## src/rtl/operand_fetch_stage.sv

```systemverilog
// rtl/operand_fetch_stage.sv - RV32I ID->EX operand fetch, forwarding and load-use stall stage
//
// Purpose:
//   Drives the register bank read ports and resolves x0. Forwards EX and MEM
//   results, with EX taking priority. Holds the pipeline on a load-use hazard.
//   Captures operands, rd and immediate into a valid/ready slot that EX consumes.
//   WB needs no forwarding path because the bank writes on the falling edge,
//   so the WB value is already visible on rdata1/rdata2.
//
// Ports:
//   clock, reset                  rising-edge clock, async active-high reset
//   flush                         kills the output slot and drops the input beat
//   in_valid/in_ready             decoded instruction handshake
//   in_rs1/in_rs2/in_rd/in_rd_we  register fields of the incoming instruction
//   in_is_load/in_imm             load flag and sign-extended immediate
//   read_addr1/2, rdata1/2        combinational register bank read port
//   ex_we/ex_rd/ex_is_load/ex_data  EX-stage result and forwarding info
//   mem_we/mem_rd/mem_data        MEM-stage result and forwarding info
//   out_valid/out_ready           output slot handshake toward EX
//   out_op1/out_op2/out_rd/out_rd_we/out_is_load/out_imm  registered slot contents
//   stall_count                   saturating count of load-use stall cycles
module operand_fetch_stage #(
   parameter int XLEN        = 32,
   parameter int AW          = 5,
   parameter int STALL_CNT_W = 16
) (
   input  logic                   clock,
   input  logic                   reset,
   input  logic                   flush,
   input  logic                   in_valid,
   output logic                   in_ready,
   input  logic [AW-1:0]          in_rs1,
   input  logic [AW-1:0]          in_rs2,
   input  logic [AW-1:0]          in_rd,
   input  logic                   in_rd_we,
   input  logic                   in_is_load,
   input  logic [XLEN-1:0]        in_imm,
   output logic [AW-1:0]          read_addr1,
   output logic [AW-1:0]          read_addr2,
   input  logic [XLEN-1:0]        rdata1,
   input  logic [XLEN-1:0]        rdata2,
   input  logic                   ex_we,
   input  logic [AW-1:0]          ex_rd,
   input  logic                   ex_is_load,
   input  logic [XLEN-1:0]        ex_data,
   input  logic                   mem_we,
   input  logic [AW-1:0]          mem_rd,
   input  logic [XLEN-1:0]        mem_data,
   output logic                   out_valid,
   input  logic                   out_ready,
   output logic [XLEN-1:0]        out_op1,
   output logic [XLEN-1:0]        out_op2,
   output logic [AW-1:0]          out_rd,
   output logic                   out_rd_we,
   output logic                   out_is_load,
   output logic [XLEN-1:0]        out_imm,
   output logic [STALL_CNT_W-1:0] stall_count
);

   logic                   valid_q, valid_d;
   logic [XLEN-1:0]        op1_q, op1_d;
   logic [XLEN-1:0]        op2_q, op2_d;
   logic [AW-1:0]          rd_q, rd_d;
   logic                   rd_we_q, rd_we_d;
   logic                   is_load_q, is_load_d;
   logic [XLEN-1:0]        imm_q, imm_d;
   logic [STALL_CNT_W-1:0] stall_q, stall_d;

   logic [XLEN-1:0]        op1_res, op2_res;
   logic                   hazard;
   logic                   accept;

   // A load in EX has no data yet, so it is excluded from the EX forward;
   // the hazard logic holds the consumer until the value reaches MEM.
   function automatic logic [XLEN-1:0] resolve(
      input logic [AW-1:0]   rs,
      input logic [XLEN-1:0] bank_data,
      input logic            f_ex_we,
      input logic [AW-1:0]   f_ex_rd,
      input logic            f_ex_is_load,
      input logic [XLEN-1:0] f_ex_data,
      input logic            f_mem_we,
      input logic [AW-1:0]   f_mem_rd,
      input logic [XLEN-1:0] f_mem_data
   );
      logic [XLEN-1:0] r;
      if (rs == '0)
         r = '0;
      else if (f_ex_we && f_ex_rd == rs && !f_ex_is_load)
         r = f_ex_data;
      else if (f_mem_we && f_mem_rd == rs)
         r = f_mem_data;
      else
         r = bank_data;
      return r;
   endfunction

   assign read_addr1 = in_rs1;
   assign read_addr2 = in_rs2;

   assign op1_res = resolve(in_rs1, rdata1, ex_we, ex_rd, ex_is_load, ex_data,
                            mem_we, mem_rd, mem_data);
   assign op2_res = resolve(in_rs2, rdata2, ex_we, ex_rd, ex_is_load, ex_data,
                            mem_we, mem_rd, mem_data);

   assign hazard   = in_valid && ex_we && ex_is_load && (ex_rd != '0) &&
                     ((ex_rd == in_rs1) || (ex_rd == in_rs2));
   assign in_ready = !flush && !hazard && (!valid_q || out_ready);
   assign accept   = in_valid && in_ready;

   always_comb begin
      valid_d   = valid_q;
      op1_d     = op1_q;
      op2_d     = op2_q;
      rd_d      = rd_q;
      rd_we_d   = rd_we_q;
      is_load_d = is_load_q;
      imm_d     = imm_q;
      stall_d   = stall_q;

      // accept already implies !flush through in_ready
      if (flush) begin
         valid_d = 1'b0;
      end else if (accept) begin
         valid_d   = 1'b1;
         op1_d     = op1_res;
         op2_d     = op2_res;
         rd_d      = in_rd;
         rd_we_d   = in_rd_we;
         is_load_d = in_is_load;
         imm_d     = in_imm;
      end else if (valid_q && out_ready) begin
         valid_d = 1'b0;
      end

      if (hazard && (stall_q != '1))
         stall_d = stall_q + {{(STALL_CNT_W-1){1'b0}}, 1'b1};
   end

   always_ff @(posedge clock or posedge reset) begin
      if (reset) begin
         valid_q   <= 1'b0;
         op1_q     <= '0;
         op2_q     <= '0;
         rd_q      <= '0;
         rd_we_q   <= 1'b0;
         is_load_q <= 1'b0;
         imm_q     <= '0;
         stall_q   <= '0;
      end else begin
         valid_q   <= valid_d;
         op1_q     <= op1_d;
         op2_q     <= op2_d;
         rd_q      <= rd_d;
         rd_we_q   <= rd_we_d;
         is_load_q <= is_load_d;
         imm_q     <= imm_d;
         stall_q   <= stall_d;
      end
   end

   assign out_valid   = valid_q;
   assign out_op1     = op1_q;
   assign out_op2     = op2_q;
   assign out_rd      = rd_q;
   assign out_rd_we   = rd_we_q;
   assign out_is_load = is_load_q;
   assign out_imm     = imm_q;
   assign stall_count = stall_q;

endmodule

```

## config.mk

```make
export PLATFORM = sky130hd
export DESIGN_NAME = operand_fetch_stage
export DESIGN_NICKNAME = d
export VERILOG_FILES = /design/src/rtl/operand_fetch_stage.sv
export SDC_FILE = /design/constraint.sdc
export NUM_CORES = 1
export LEC_CHECK = 0
export CAP_MARGIN = 40
export CORE_MARGIN = 5
export CORE_UTILIZATION = 35
export DETAILED_ROUTE_END_ITERATION = 10
export DONT_BUFFER_PORTS = 1
export PLACE_DENSITY = 0.49
export SETUP_SLACK_MARGIN = 0.15
export SLEW_MARGIN = 10
export SYNTH_ARGS = -nofsm -noshare
export SYNTH_HDL_FRONTEND = slang
export SYNTH_SLANG_ARGS = --single-unit
```

## constraint.sdc

```tcl
create_clock -name clock -period 4 [get_ports clock]
set_input_delay 0.4 -clock clock [delete_from_list [all_inputs] [get_ports clock]]
set_output_delay 0.4 -clock clock [all_outputs]
set_load 0.005 [all_outputs]
```

# After elaboration in Yosys (flattened, before gate mapping)
# Index checks and enable logic that the tools add are counted.
# classes
add_sub_neg	1
multipliers	0
div	0
n_lt_le_gt_ge	0
n_eq_ne	5
shift	0
muxes	9
bitwise_logic	1
reduce_logical	26
# ops
cell	n
$mux 32	6
$eq 5x5->1	4
$add 16x1->16 const B	1
$ne 16x16->1 const B	1
$logic_and 1x1->1	15
$logic_not 5->1	2
$reduce_bool 5->1	1
$logic_not 1->1	4
$mux 1	3
$reduce_bool 3->1	1
$logic_or 1x1->1	2
$reduce_and 2->1	1
$not 1->1	1
# totals
reg_bits	120
latchBits	0
mem_bits_rw	0
mem_bits_ro	0
out_inout_bits	131
n_memories	0

# Logic depth before layout (Yosys ltp)
# depth
ltp_word	10
ltp_mapped	8
depth_no_buf	6

# Worst setup path after synthesis
# Ideal clock, no wire load.
# synth_path
kind	input -> register
from	input ex_rd[1]
to	register imm_q[0], in the netlist out_imm[0]
setup_time_ns	0.125
arrival_ns	1.998
required_ns	3.875
path_slack_ns	1.877
stages	6
cell_sequence	or4_1 > o2111ai_2 > inv_2 > a21oi_2 > buf_2 > mux2_2
# synth_between
elab_chain_len	8
# synth_lines
element	line	text
start: declaration	43	input logic [AW-1:0] ex_rd,
$eq 5x5->1 or $reduce_bool 5->1 (tied branches)	107, 106	
$logic_or 1x1->1 or $logic_and 1x1->1 (tied branches)	107, 106	
$logic_and 1x1->1 (*)	106	assign hazard = in_valid && ex_we && ex_is_load && (ex_rd != '0) &&
$logic_not 1->1 (*)	108	assign in_ready = !flush && !hazard && (!valid_q || out_ready);
$logic_and 1x1->1 (*) (2 in a row)	108	
$logic_and 1x1->1 (*)	109	assign accept = in_valid && in_ready;
$reduce_and 2->1 (no source line) (*)	--	
end signal: assignment	157	imm_q <= imm_d;
end: declaration	66	logic [XLEN-1:0] imm_q, imm_d;
# Every way passes the cells marked *; elsewhere a longest branch is shown, timed or not.
# A chain may end at the register's enable or synchronous reset.

# Worst setup path after layout
# layout_path
from	input in_rs2[2]
to	output in_ready
# layout_between
elab_chain_len	6
# layout_lines
element	line	text
start: declaration	33	input logic [AW-1:0] in_rs2,
$eq 5x5->1	107	((ex_rd == in_rs1) || (ex_rd == in_rs2));
$logic_or 1x1->1	107	
$logic_and 1x1->1	106	
$logic_not 1->1	108	
$logic_and 1x1->1 (2 in a row)	108	
end: declaration	31	output logic in_ready,
# No other way between the ends.

==> flow_summary.json <==
{
  "synthesis.nets": 931,
  "maxCapViolCount": 0,
  "worst_path_max_delay_cell": "nor2_4",
  "die_y_um": 153,
  "slowest_delay_ps": 640,
  "die_w_um": 153,
  "antenna_found_initial": 2,
  "vias": 6162,
  "grtUsageTotal": 0.221,
  "critPathTopFamily": "simple AND/OR/NAND/NOR gates",
  "powerDensity_mw_per_mm2": 460,
  "yosys_warnings": 0,
  "dieArea_sq_mm": 0.0233,
  "period_minus_slack_ps": 2590,
  "grt_start_max_net_pins": 72,
  "initialDrtViolationCount": 408,
  "hp-class": "in2reg",
  "worstRegToRegCells": 5,
  "fin_setup_tns_ps": 0,
  "synthTopCellsByCount": "dfrtp_1, inv_1, o32ai_1",
  "fin_skew_ps": 7.25,
  "drt-total-wl_mm": 26.5,
  "ir_worst_vdd_mv": 0.268,
  "clk_latency_ps": 420,
  "setup_viol": 0,
  "syn_inst": 735,
  "maxSlewViolCount": 0,
  "post-place-ws_ps": 1270,
  "grt_pass1_vias": 6575,
  "finalNetCount": 887,
  "synth-seq-cells": 120,
  "fill_cells": 1976,
  "worst_slew_pin_slew_ps": 903,
  "globalplace.congestion": 0.814,
  "htree_num_levels": 4,
  "ios": 326,
  "hold_viol_final": 0,
  "hold_depth": 1,
  "cts_buffers": 17,
  "synth_area_sq_mm": 0.00711,
  "crit_type": "in2out",
  "period_share": 0.646,
  "grt.overflow.total": 0,
  "yosys-top-cells-area": "dfrtp_1, o32ai_1, mux2_2, inv_1, a311oi_1",
  "cts-resized-gates": 0,
  "rows": 52,
  "crit_cells": 6,
  "power.leakage_nw": 3.31,
  "ys.flop_type": "dfrtp_1",
  "synth_top_area_cell": "dfrtp_1",
  "slew-limit-headroom": 0.397,
  "port_buffers": 0,
  "layout-drive-gt1-share": 0.152,
  "rsz0062_at_grt": "no",
  "fin_ws_ps": 1410,
  "clk_pin_slew_ps": 70,
  "area_growth_pct": 12.0,
  "clkSinkCount": 120,
  "path_cells": "xor2_1 > nor4_1 > a32oi_1 > buf_4 > nor2_4 > nor3b_1",
  "startpoint_type": "primary input",
  "initial_core_util": 0.354,
  "root_buffer": "clkbuf_16",
  "outcome": "complete, no violations",
  "synth.most_common_cell": "dfrtp_1",
  "ys_seq_area_frac": 0.422,
  "cts_max_path_buffers": 2,
  "avgSynthCellArea_sq_um": 9.68,
  "dp_hpwl_mm": 18.2,
  "drc": 0,
  "routedWlPerCell_um": 27.1,
  "critPathRequiredTime_ps": 3600,
  "cp_data_arrival_time_ps": 2190,
  "grt_pass1_wl_mm": 40.7,
  "yosys.cell_types.count": 47,
  "dr.pass1.iters": 5,
  "async_reset_ff_frac": 1.00,
  "vias_per_cell": 6.31,
  "placed_cell_area_sq_mm": 0.00735,
  "max_freq_mhz": 387,
  "synth_top_area_frac": 0.422,
  "synth_edf_count": 0,
  "critPathMaxFanout": 27,
  "core-area_sq_mm": 0.0201,
  "cp-end-kind": "primary output",
  "cts_tree": "done",
  "stdcell_area_sq_mm": 0.00797,
  "path_buf_inv": 1,
  "ant_nets": 0
}
==> power breakdown <==
| part | internal (mW) | leakage [nW] | switching (mW) |
|---|---|---|---|
| combinational | 0.216 | 1.53 | 0.289 |
| sequential | 1.41 | 1.48 | 0.186 |
| clock | 0.846 | 0.295 | 0.722 |
==> cell type report <==
cell class,instances,area (sq um),area share
well taps,270,338,0.0424
diodes,3,7.51,0.000942
inverters,101,382,0.0479
multi-input cells,431,3380,0.424
repair buffers,20,263,0.0330
clock buffers,17,425,0.0534
clock inverters,15,176,0.0221
flip-flops and latches,120,3000,0.377
==> routing by layer <==
layer  global-route usage  routed length (um)
met5                    0                   0
met4               0.0696                 566
met3               0.0946                2960
met2                0.361               12800
met1                0.264               10100
==> stage by stage <==
step,instances,hold WS [ps],total power [mW],util
after floorplan,735,478,1.94,-
after global placement,935,427,2.08,0.359
after detailed placement,941,442,2.12,0.366
after CTS,974,58.0,3.70,0.396
after global routing,975,62.9,3.84,0.396
final,977,74.8,3.67,0.396
==> final timing paths <==
| kind | endpoint | start | slack (ps) |
|---|---|---|---|
| min reg2reg | stall_count[8]$_DFFE_PP0P_ | stall_count[8]$_DFFE_PP0P_ | 530 |
| min | out_valid$_DFFE_PP0P_ | flush | 70 |
| max | in_ready | in_rs2[2] | 1410 |
| min in group asynchronous | stall_count[7]$_DFFE_PP0P_ | reset | 570 |
| max in group asynchronous | out_imm[29]$_DFFE_PP0P_ | reset | 2550 |
| max reg2reg | out_op2[9]$_DFFE_PP0P_ | out_valid$_DFFE_PP0P_ | 1790 |
==> worst register-to-register path: stages (launching register included) <==
cell and delay, ps:
dfrtp_1 410, nand2b_1 110, nand3b_1 280, a21oi_4 790, o21ai_0 240, o32ai_1 280
==> logic make-up (layout without fill, tap and decap cells) <==
| family | Yosys count | count (layout) | synth area share |
|---|---|---|---|
| AOI/OAI and AO/OA | 239 | 239 | 0.257 |
| xor gates and xnor gates | 32 | 32 | 0.0394 |
| buffers and inverters | 184 | 153 | 0.112 |
| muxes | 40 | 40 | 0.0633 |
| and+or+nand+nor | 119 | 119 | 0.104 |
| DFF | 120 | 120 | 0.422 |
| adders and majority gates | 1 | 1 | 0.00176 |
| other | 0 | 3 | 0 |
==> layout by cell type, fill, tap and decap left out, types with 32 or more instances in the layout <==
cell type and instances:
dfrtp_1 120, o21ai_0 32, a31oi_1 32, and3_1 34, a21boi_0 32, o32ai_1 67
inv_1 99, mux2_2 40, a311oi_1 34
==> registers in the layout (all words and copies together) (netlist names) <==
name / cells
out_imm: 32
out_op1: 32
out_op2: 32
stall_count: 16
out_rd: 5
out_is_load: 1
out_rd_we: 1
out_valid: 1
==> repair_timing <==
action,CTS,global route
endpoints found under the hold margin,17,0
setup buffers,0,0
hold buffers,1,0
Note: power is estimated with default switching activity, not from simulation.
